[src/rtl/bcd_display_scanner.sv]
// Time-multiplexed scan controller for a common-anode 7-segment display.
// Presents one BCD digit at a time to an external 7447-style decoder, drives
// active-low digit selects, and adds frame-synchronous loading, leading-zero
// blanking and per-digit blinking.
module bcd_display_scanner #(
  parameter int NUM_DIGITS = 4,
  parameter int SCAN_DIV   = 50000,
  parameter int BLINK_DIV  = 64
) (
  input  logic                    clk,
  input  logic                    rst,
  input  logic                    load,
  input  logic [4*NUM_DIGITS-1:0] digits_in,
  input  logic                    blank_lz,
  input  logic [NUM_DIGITS-1:0]   blink_mask,
  output logic [3:0]              bcd_out,
  output logic                    dec_en,
  output logic [NUM_DIGITS-1:0]   digit_sel,
  output logic                    frame_done
);

  localparam int PW = (SCAN_DIV > 1) ? $clog2(SCAN_DIV) : 1;
  localparam int IW = (NUM_DIGITS > 1) ? $clog2(NUM_DIGITS) : 1;
  localparam int FW = (BLINK_DIV > 1) ? $clog2(BLINK_DIV) : 1;

  localparam logic [PW-1:0] PRESC_LAST = PW'(SCAN_DIV - 1);
  localparam logic [IW-1:0] IDX_LAST   = IW'(NUM_DIGITS - 1);
  localparam logic [FW-1:0] FRAME_LAST = FW'(BLINK_DIV - 1);

  logic [PW-1:0]             presc;
  logic [IW-1:0]             idx;
  logic [FW-1:0]             frame_cnt;
  logic                      blink_phase;
  logic [4*NUM_DIGITS-1:0]   disp_reg;
  logic [4*NUM_DIGITS-1:0]   pend_reg;
  logic                      pend_valid;

  logic                      tick;
  logic                      wrap;
  logic [3:0]                cur_digit;
  logic                      cur_lz;
  logic                      cur_blink;
  logic                      above_zero;
  logic [NUM_DIGITS-1:0]     sel_next;

  // End of a digit slot, and end of the whole frame when on the last digit
  always_comb begin
    tick = (presc == PRESC_LAST);
    wrap = tick && (idx == IDX_LAST);
  end

  // Pick the current digit's code, leading-zero status, blink enable and select pattern
  always_comb begin
    cur_digit  = 4'd0;
    cur_lz     = 1'b0;
    cur_blink  = 1'b0;
    sel_next   = '1;
    above_zero = 1'b1;
    for (int i = NUM_DIGITS - 1; i >= 0; i--) begin
      above_zero = above_zero && (disp_reg[4*i +: 4] == 4'd0);
      if (idx == IW'(i)) begin
        cur_digit   = disp_reg[4*i +: 4];
        cur_lz      = (i > 0) && above_zero;
        cur_blink   = blink_mask[i];
        sel_next[i] = 1'b0;
      end
    end
  end

  // Prescaler and digit index: each digit stays selected for SCAN_DIV cycles
  always_ff @(posedge clk or posedge rst) begin
    if (rst) begin
      presc <= '0;
      idx   <= '0;
    end else if (tick) begin
      presc <= '0;
      idx   <= (idx == IDX_LAST) ? '0 : idx + 1'b1;
    end else begin
      presc <= presc + 1'b1;
    end
  end

  // Frame-synchronous loading: new data lands in disp_reg only at a frame wrap, newest wins
  always_ff @(posedge clk or posedge rst) begin
    if (rst) begin
      disp_reg   <= '0;
      pend_reg   <= '0;
      pend_valid <= 1'b0;
    end else if (wrap) begin
      pend_valid <= 1'b0;
      if (load) begin
        disp_reg <= digits_in;
      end else if (pend_valid) begin
        disp_reg <= pend_reg;
      end
    end else if (load) begin
      pend_reg   <= digits_in;
      pend_valid <= 1'b1;
    end
  end

  // Blink phase toggles after every BLINK_DIV completed frames
  always_ff @(posedge clk or posedge rst) begin
    if (rst) begin
      frame_cnt   <= '0;
      blink_phase <= 1'b0;
    end else if (wrap) begin
      if (frame_cnt == FRAME_LAST) begin
        frame_cnt   <= '0;
        blink_phase <= ~blink_phase;
      end else begin
        frame_cnt <= frame_cnt + 1'b1;
      end
    end
  end

  // Registered outputs; selects go all-off for one cycle after each slot change to avoid ghosting
  always_ff @(posedge clk or posedge rst) begin
    if (rst) begin
      bcd_out    <= 4'd0;
      dec_en     <= 1'b0;
      digit_sel  <= '1;
      frame_done <= 1'b0;
    end else begin
      bcd_out    <= cur_digit;
      dec_en     <= !((blank_lz && cur_lz) || (cur_blink && blink_phase));
      digit_sel  <= tick ? '1 : sel_next;
      frame_done <= wrap;
    end
  end

endmodule

[config.mk]
export PLATFORM = sky130hd
export DESIGN_NAME = bcd_display_scanner
export DESIGN_NICKNAME = d
export VERILOG_FILES = /design/src/rtl/bcd_display_scanner.sv
export SDC_FILE = /design/constraint.sdc
export NUM_CORES = 1
export LEC_CHECK = 0
export BUFFER_PORTS_ARGS = -buffer_cell sky130_fd_sc_hd__buf_2
export CORE_ASPECT_RATIO = 0.6
export CORE_MARGIN = 3
export CORE_UTILIZATION = 30
export CTS_BUF_LIST = sky130_fd_sc_hd__clkbuf_4
export DETAILED_ROUTE_END_ITERATION = 8
export PLACE_DENSITY = 0.47
export SETUP_SLACK_MARGIN = 0.4
export SYNTH_ARGS = -nofsm -noshare
export SYNTH_HDL_FRONTEND = slang
export SYNTH_SLANG_ARGS = --single-unit
[constraint.sdc]
create_clock -name clk -period 5.51 [get_ports clk]
set_clock_uncertainty 0.2 [all_clocks]
set_input_delay 1.102 -clock clk [delete_from_list [all_inputs] [get_ports clk]]
set_output_delay 1.102 -clock clk [all_outputs]
set_load 0.02 [all_outputs]
# [Word-level counts from Yosys, hierarchy flattened]
# Cells that the tools add are included.
[word_totals] reg_bits=68 latchBits=0 ramBits=0 romBits=0 inputBits=24 output_inout_bits=10 word_cells=61 n_memories=0
[op_classes] add_sub_neg=3 mul=0 n_div=0 magnitude_cmp=0 n_eq_ne=5 shift=0 mux=24 n_bitwise=2 reduce_logical=16
[ops] operator="2-to-1 mux 16 bit" count=3
[ops] operator="2-to-1 mux 4 bit" count=5
[ops] operator="adder 16 x 1 -> 16 bit (second input constant)" count=1
[ops] operator="== test 16 bit (second input constant)" count=1
[ops] operator="2-to-1 mux 1 bit" count=14
[ops] operator="zero test 4 bit" count=3
[ops] operator="adder 6 x 1 -> 6 bit (second input constant)" count=1
[ops] operator="== test 6 bit (second input constant)" count=1
[ops] operator="2-to-1 mux 6 bit" count=1
[ops] operator="AND reduction 2 bit" count=3
[ops] operator="logical AND 1 bit" count=5
[ops] operator="== test 2 bit (second input constant)" count=2
[ops] operator="nonzero test 2 bit" count=2
[ops] operator="adder 2 x 1 -> 2 bit (second input constant)" count=1
[ops] operator="== test 2 x 1 -> 1 bit (second input constant)" count=1
[ops] operator="zero test 2 bit" count=1
[ops] operator="2-to-1 mux 2 bit" count=1
[ops] operator="NOT 1 bit" count=2
[ops] operator="zero test 1 bit" count=1
[ops] operator="logical OR 1 bit" count=1

# [Depth between registers and ports, before layout]
# Gate-level depths: netlist of the first run.
[depth] word_depth=8 depth_mapped=8 depth_no_buf=6

# [Worst setup path before layout of the first run]
# Ideal clock, no wire load.
[synth_path] path_kind="in2reg" startpoint="input load" endpoint="register disp_reg[10]" setup_ns=0.125 arrival_time_ns=2.245 required_time_ns=5.185 slack_ns=2.940 path_stages=4 path_buffers=2 path_cell_list="clkbuf_1 clkbuf_1 mux2i_1 o21ai_1"
[synth_between] elab_chain_cells=2 elab_cells_between_ends=3 cone_classes="1 x mux; 2 x reduce/logical"
[synth_rtl] item="start: declaration" line="12" rtl="input logic load,"
[synth_rtl] item="nonzero test 2 bit (no line)"
[synth_rtl] item="AND reduction 2 bit (no line)"
[synth_rtl] item="end signal: assignment" line="92" rtl="disp_reg <= digits_in;"
[synth_rtl] item="end signal: assignment" line="94" rtl="disp_reg <= pend_reg;"
[synth_rtl] item="end: declaration" line="34" rtl="logic [4*NUM_DIGITS-1:0] disp_reg;"
# Parallel ways exist; a longest one is shown, timed or not.
# A chain may end at the register's enable or synchronous reset.

# [Worst setup path in the final report of the first run]
[layout_path] startpoint="register presc[5]" endpoint="register disp_reg[13]"
[layout_between] elab_chain_cells=3
[layout_rtl] item="start: declaration" line="30" rtl="logic [PW-1:0] presc;"
[layout_rtl] item="start signal: assignment" line="79" rtl="presc <= presc + 1'b1;"
[layout_rtl] item="== test 16 bit" line="48" rtl="tick = (presc == PRESC_LAST);"
[layout_rtl] item="logical AND 1 bit" line="49" rtl="wrap = tick && (idx == IDX_LAST);"
[layout_rtl] item="AND reduction 2 bit (no line)"
# No other way between the ends.

==> impl_metrics.yaml, run 1 <==
placement:
  globalplace.congestion: 0.766
  pre_cts_ws_ns: 2.59
  dpl.cell_count: 441
  hpwl_um: 4940
  port_buffers: 33
drt:
  vias_per_cell: 4.85
  wire_per_inst_um: 15.3
  ant_nets: 0
  drc_errors: 0
  num_vias: 2215
  drtIter0Drc: 101
  drt_first_pass_iters: 4
  wirelength_um: 6990
synthesis:
  synth_top_area_share: 0.511
  synth_flop_cell: "dfrtp_1"
  yosysMostFrequentCell: "dfrtp_1"
  ys_types: 43
  seq_area_frac_synth: 0.545
  synth-edff-count: 0
  synth_top_area_cell: "dfrtp_1"
  syn_inst: 284
  async_flop_share: 1.00
  synth_nets: 314
  yosys_warnings: 0
  synth_common_cells: "dfrtp_1 (64), o21ai_0 (31), nand2_1 (26)"
  syn_area_per_cell_sq_um: 11.0
  yosys-top-cells-area: "dfrtp_1 (51%), mux2_2 (5.8%), mux2i_1 (5.4%)"
  ys_seq_elements: 68
  syn-cell-area_sq_mm: 0.00313
sta:
  slew_headroom: 0.250
  rsz0062_at_grt: "no"
  tns_ns: 0
  worstMarginPinSlew_ns: 1.12
  holdWs_ns: 0.282
  fmaxAchievable_ghz: 0.346
  drv_slew: 0
  fin_crit_ns: 2.89
  hold_viol: 0
  finalCritPeriodShare: 0.525
  setup_viol: 0
  layout_setup_ws_ns: 2.62
cells_and_area:
  syn2layout_area_growth_pct: 15.0
  nets: 347
  layout-drive-gt1-share: 0.242
  nFillCells: 1042
  regArea_sq_mm: 0.00171
  multiInputGateArea_sq_mm: 0.00134
  antennaDiodeCount: 0
  stdcell_count: 457
clock_tree:
  h-tree-depth: 3
  clock_tree.buffer_depth: 2
  clkLatencyLatePin_ns: 0.42
  cts_tree: "built"
  root_buffer: "clkbuf_4"
  cts.clk_slew.worst_paths_ns: 0.12
  cts_sinks: 68
  cts_setup_buffers: 0
  post_cts_resized: 0
  cts_buffers: 9
  cts_hold_buf: 0
run_status:
  status: "finished clean"
global_routing:
  first_global_vias: 2177
  grt.overflow.total: 0
  grt_max_degree: 41
  grt_pass1_wl_um: 11500
  grt.total_usage: 0.128
  antenna_found_initial: 0
worst_setup_path:
  arrival_ns: 3.02
  crit_required_ns: 5.64
  critPathMaxFanout: 23
  cp_slowest_stage_delay_ns: 0.71
  path_cells: "or4b_4, or4_4, or2_0, o21ai_0"
  r2r-start: "presc[5]"
  crit_path_top_delay_cell: "or4_4"
  cp-end-kind: "flip-flop"
  regToRegSetupSlack_ns: 2.62
  timing_worst_setup_path_type: "reg2reg"
  reg2reg_to: "disp_reg[13]"
  startpoint_type: "flip-flop"
  rr_worst_depth: 4
floorplanning:
  start_util: 0.313
  dieWidth_um: 138
  rows: 28
  die-area_sq_mm: 0.0117
  core-area_sq_mm: 0.0100
  die_y_um: 85.1
  pin_count: 34
power_and_ir_drop:
  p_per_area_mw_per_mm2: 278
  worst_ir_drop_vdd_mv: 0.0942
  power.static_leakage_uw: 0.00161
job:
  cap_violations: 0
hold_path:
  hold_depth: 1
  worst_hold_path_type: "reg2reg"
  min_from: "frame_cnt[4]"
  holdPathEnd: "frame_cnt[4]"
[final cells by class]
class | instances | share of cell area
multi-input cells | 196 | 0.371
clock inverters | 5 | 0.0278
well taps | 135 | 0.0469
inverters | 7 | 0.00729
repair buffers | 35 | 0.0500
clock buffers | 11 | 0.0229
flip-flops and latches | 68 | 0.474
[placed cells by master (no fill, tap or decap), types with 2 or more instances in the layout]
cell type	count
a21oi_1	13
a31oi_1	2
and4_1	3
buf_2	33
buf_4	2
bufinv_16	3
clkbuf_4	11
clkinv_2	2
dfrtp_1	64
dfstp_2	4
ha_1	6
inv_1	6
mux2_2	16
mux2i_1	17
nand2_1	26
nand3_1	9
nand3b_1	5
nand4_1	6
nor2_1	10
nor3_1	3
nor4_1	2
o21ai_0	31
o21ai_1	10
o31ai_1	2
or3_1	2
or4_1	2
or4b_2	2
or4bb_1	2
xnor2_1	8
xor2_1	5
[power breakdown]
part	internal [uW]	leakage (uW)	switching, uW
Combinational	26.9	0.000643	31.7
Sequential	516	0.000864	9.36
Clock	239	0.000101	178
Total	782	0.00161	219
[routing by layer]
metal,vias to the layer above,global-route usage,wire [um]
met5,-,0,0
li1,1093,-,-
met2,44,0.152,2540
met1,1072,0.210,3990
met3,6,0.0421,383
met4,0,0.0430,73
[critical path: cells and delay by family, from the launching register on]
kind | cells | cell delay [ns]
AND/OR/NAND/NOR | 3 | 1.87
flip-flops | 1 | 0.45
AO/OA/AOI/OAI | 1 | 0.28
[metrics by stage]
| stage | total power, uW | area (sq um) | util |
|---|---|---|---|
| 3_3_place_gp | 595 | 3420 | 0.341 |
| 4_1_cts | 1020 | 3600 | 0.360 |
| 3_5_place_dp | 596 | 3420 | 0.341 |
| 6_report | 1000 | 3600 | 0.360 |
| 2_1_floorplan | 572 | 3130 | - |
| 5_1_grt | 1050 | 3600 | 0.360 |
[worst max path at each step]
stage	startpoint	slack (ns)	end	cells past startpoint
4_1_cts	presc[5]	2.59	disp_reg[0]	4
5_1_grt	idx[0]	2.42	disp_reg[15]	5
6_report	presc[5]	2.62	disp_reg[13]	4
2_1_floorplan	rst	2.50	bcd_out[0]	1
3_3_place_gp	load	2.65	disp_reg[15]	4
3_5_place_dp	load	2.59	disp_reg[14]	4
[logic make-up (layout without fill, tap and decap cells)]
group,count (synthesis),after routing,synth area share
simple gates,80,80,0.144
flops,68,68,0.545
compound gates,64,64,0.111
mux,33,33,0.112
buf+inv,20,58,0.0280
xor+xnor,13,13,0.0364
fa+ha+maj,6,6,0.0240
Note: power is estimated with default switching activity, not from simulation.
==> run 2: changes to the inputs <==
--- a/config.mk
+++ b/config.mk
@@ -11,7 +11,7 @@
 export CORE_UTILIZATION = 30
 export CTS_BUF_LIST = sky130_fd_sc_hd__clkbuf_4
 export DETAILED_ROUTE_END_ITERATION = 8
-export PLACE_DENSITY = 0.47
+export PLACE_DENSITY = 0.49
 export SETUP_SLACK_MARGIN = 0.4
 export SYNTH_ARGS = -nofsm -noshare
 export SYNTH_HDL_FRONTEND = slang
==> constraint.sdc (replaced) <==
create_clock -name clk -period 2.4 [get_ports clk]
set_clock_uncertainty 0.2 [all_clocks]
set_input_delay 0.48 -clock clk [delete_from_list [all_inputs] [get_ports clk]]
set_output_delay 0.48 -clock clk [all_outputs]
set_load 0.02 [all_outputs]
==> impl_metrics.yaml, run 2 (synthesized netlist as in run 1, its figures left out) <==
placement:
  port_buffers: 33
  globalplace.congestion: 0.789
  hpwl_um: 5360
  pre_cts_ws_ns: 0.0204
drt:
  vias_per_cell: 4.93
  m1WireLength_um: 4260
  drt_first_pass_iters: 4
  ant_nets: 0
  wire_per_inst_um: 15.5
  drc_errors: 0
  dr.max_layer_used: "met4"
  met3_length_um: 332
  num_vias: 2445
  wirelength_um: 7690
  dr_wl_met2_um: 3030
  drtIter0Drc: 137
power_and_ir_drop:
  worst_ir_drop_vdd_mv: 0.341
  power.static_leakage_uw: 0.00192
  p_total_uw: 2210
  p_per_area_mw_per_mm2: 527
global_routing:
  grt_max_degree: 32
  grt.overflow.total: 0
  antenna_found_initial: 0
  grt.total_usage: 0.136
  first_global_vias: 2290
  grt_pass1_wl_um: 12200
sta:
  drv_slew: 0
  setup_viol: 0
  slew_headroom: 0.562
  worstMarginPinSlew_ns: 0.656
  holdWs_ns: 0.0986
  fmaxAchievable_ghz: 0.425
  finalCritPeriodShare: 0.980
  layout_setup_ws_ns: 0.0486
  tns_ns: 0
  fin_crit_ns: 2.35
  hold_viol: 0
  rsz0062_at_grt: "yes"
worst_setup_path:
  arrival_ns: 2.45
  startpoint_type: "flip-flop"
  cp-end-kind: "flip-flop"
  critPathMaxFanout: 16
  timing_worst_setup_path_type: "reg2reg"
  crit_required_ns: 2.50
cells_and_area:
  nets: 386
  mostFrequentLayoutCell: "dfrtp_1"
  layout-drive-gt1-share: 0.438
  antennaDiodeCount: 0
  final_cell_mix: "dfrtp_1 (64), buf_2 (33), buf_4 (26)"
  nFillCells: 1007
  syn2layout_area_growth_pct: 34.0
floorplanning:
  pin_count: 34
  die_y_um: 85.1
  core-area_sq_mm: 0.0100
  rows: 28
  dieWidth_um: 138
  die-area_sq_mm: 0.0117
  start_util: 0.313
clock_tree:
  clkLatencyLatePin_ns: 0.42
  h-tree-depth: 3
  root_buffer: "clkbuf_4"
  cts_buffers: 9
  cts.clk_slew.worst_paths_ns: 0.11
  cts_tree: "built"
  clock_tree.buffer_depth: 2
  cts_sinks: 68
hold_path:
  worst_hold_path_type: "in2reg"
job:
  cap_violations: 0
run_status:
  status: "finished clean"
[run 2: cell count changes in the layout (fill, tap and decap cells not counted), sizes merged]
cell,before,now
buf,35,72
clkinvlp,0,2
bufinv,3,2
clkbuf,11,12
dlygate4sd3,0,1
inv,7,6
[run 2: critical path, stage by stage (launching register included)]
cell and delay, ns:
dfrtp_1 0.39, or4b_4 0.56, or4_4 0.57, nand2_8 0.17, mux2_2 0.35
[run 2: final timing paths]
| path | to | depth (start not counted) | start | slack [ns] |
|---|---|---|---|---|
| worst max-delay path | pend_reg[14] | 4 | presc[5] | 0.05 |
| worst min-delay path | pend_reg[4] | 2 | digits_in[4] | 0.1 |
| worst max register to register | pend_reg[14] | 4 | presc[5] | 0.05 |
| worst min register to register | frame_cnt[5] | 1 | frame_cnt[5] | 0.28 |
| max in group asynchronous | presc[2] | 4 | rst | 0.95 |
| min in group asynchronous | disp_reg[10] | 3 | rst | 0.48 |
[run 2: layout make-up]
cell class | count | area, sq um | area share
clock buffers | 11 | 82.6 | 0.0197
clock inverters | 5 | 76.3 | 0.0182
inverters | 7 | 32.5 | 0.00775
multi-input cells | 196 | 1570 | 0.375
flip-flops and latches | 68 | 1710 | 0.407
well taps | 135 | 169 | 0.0403
repair buffers | 74 | 554 | 0.132
[run 2: metal layers]
layer	vias to the layer above	GRT usage
met5	-	0
met1	1210	0.223
met2	57	0.165
met3	6	0.0373
li1	1172	-
met4	0	0.0457
[run 2: repair_timing]
item	in CTS	in global routing
cloned	0	1
endpoints found under the hold margin	22	0
pin swaps	7	9
gates resized for setup	24	45
setup endpoints to repair	53	57
buffers inserted	8	3
hold buffers	1	0
[run 2: where the power goes]
group,internal (uW),switching (uW)
Clock,441,408
Combinational,72.5,83.0
Sequential,1190,22.4
[run 2: stage by stage]
stage	std cells	area, sq um	utilization
6_report	496	4200	0.419
5_1_grt	496	4200	0.419
4_1_cts	492	4000	0.399
3_5_place_dp	467	3670	0.366
3_3_place_gp	467	3670	0.366
2_1_floorplan	284	3190	-
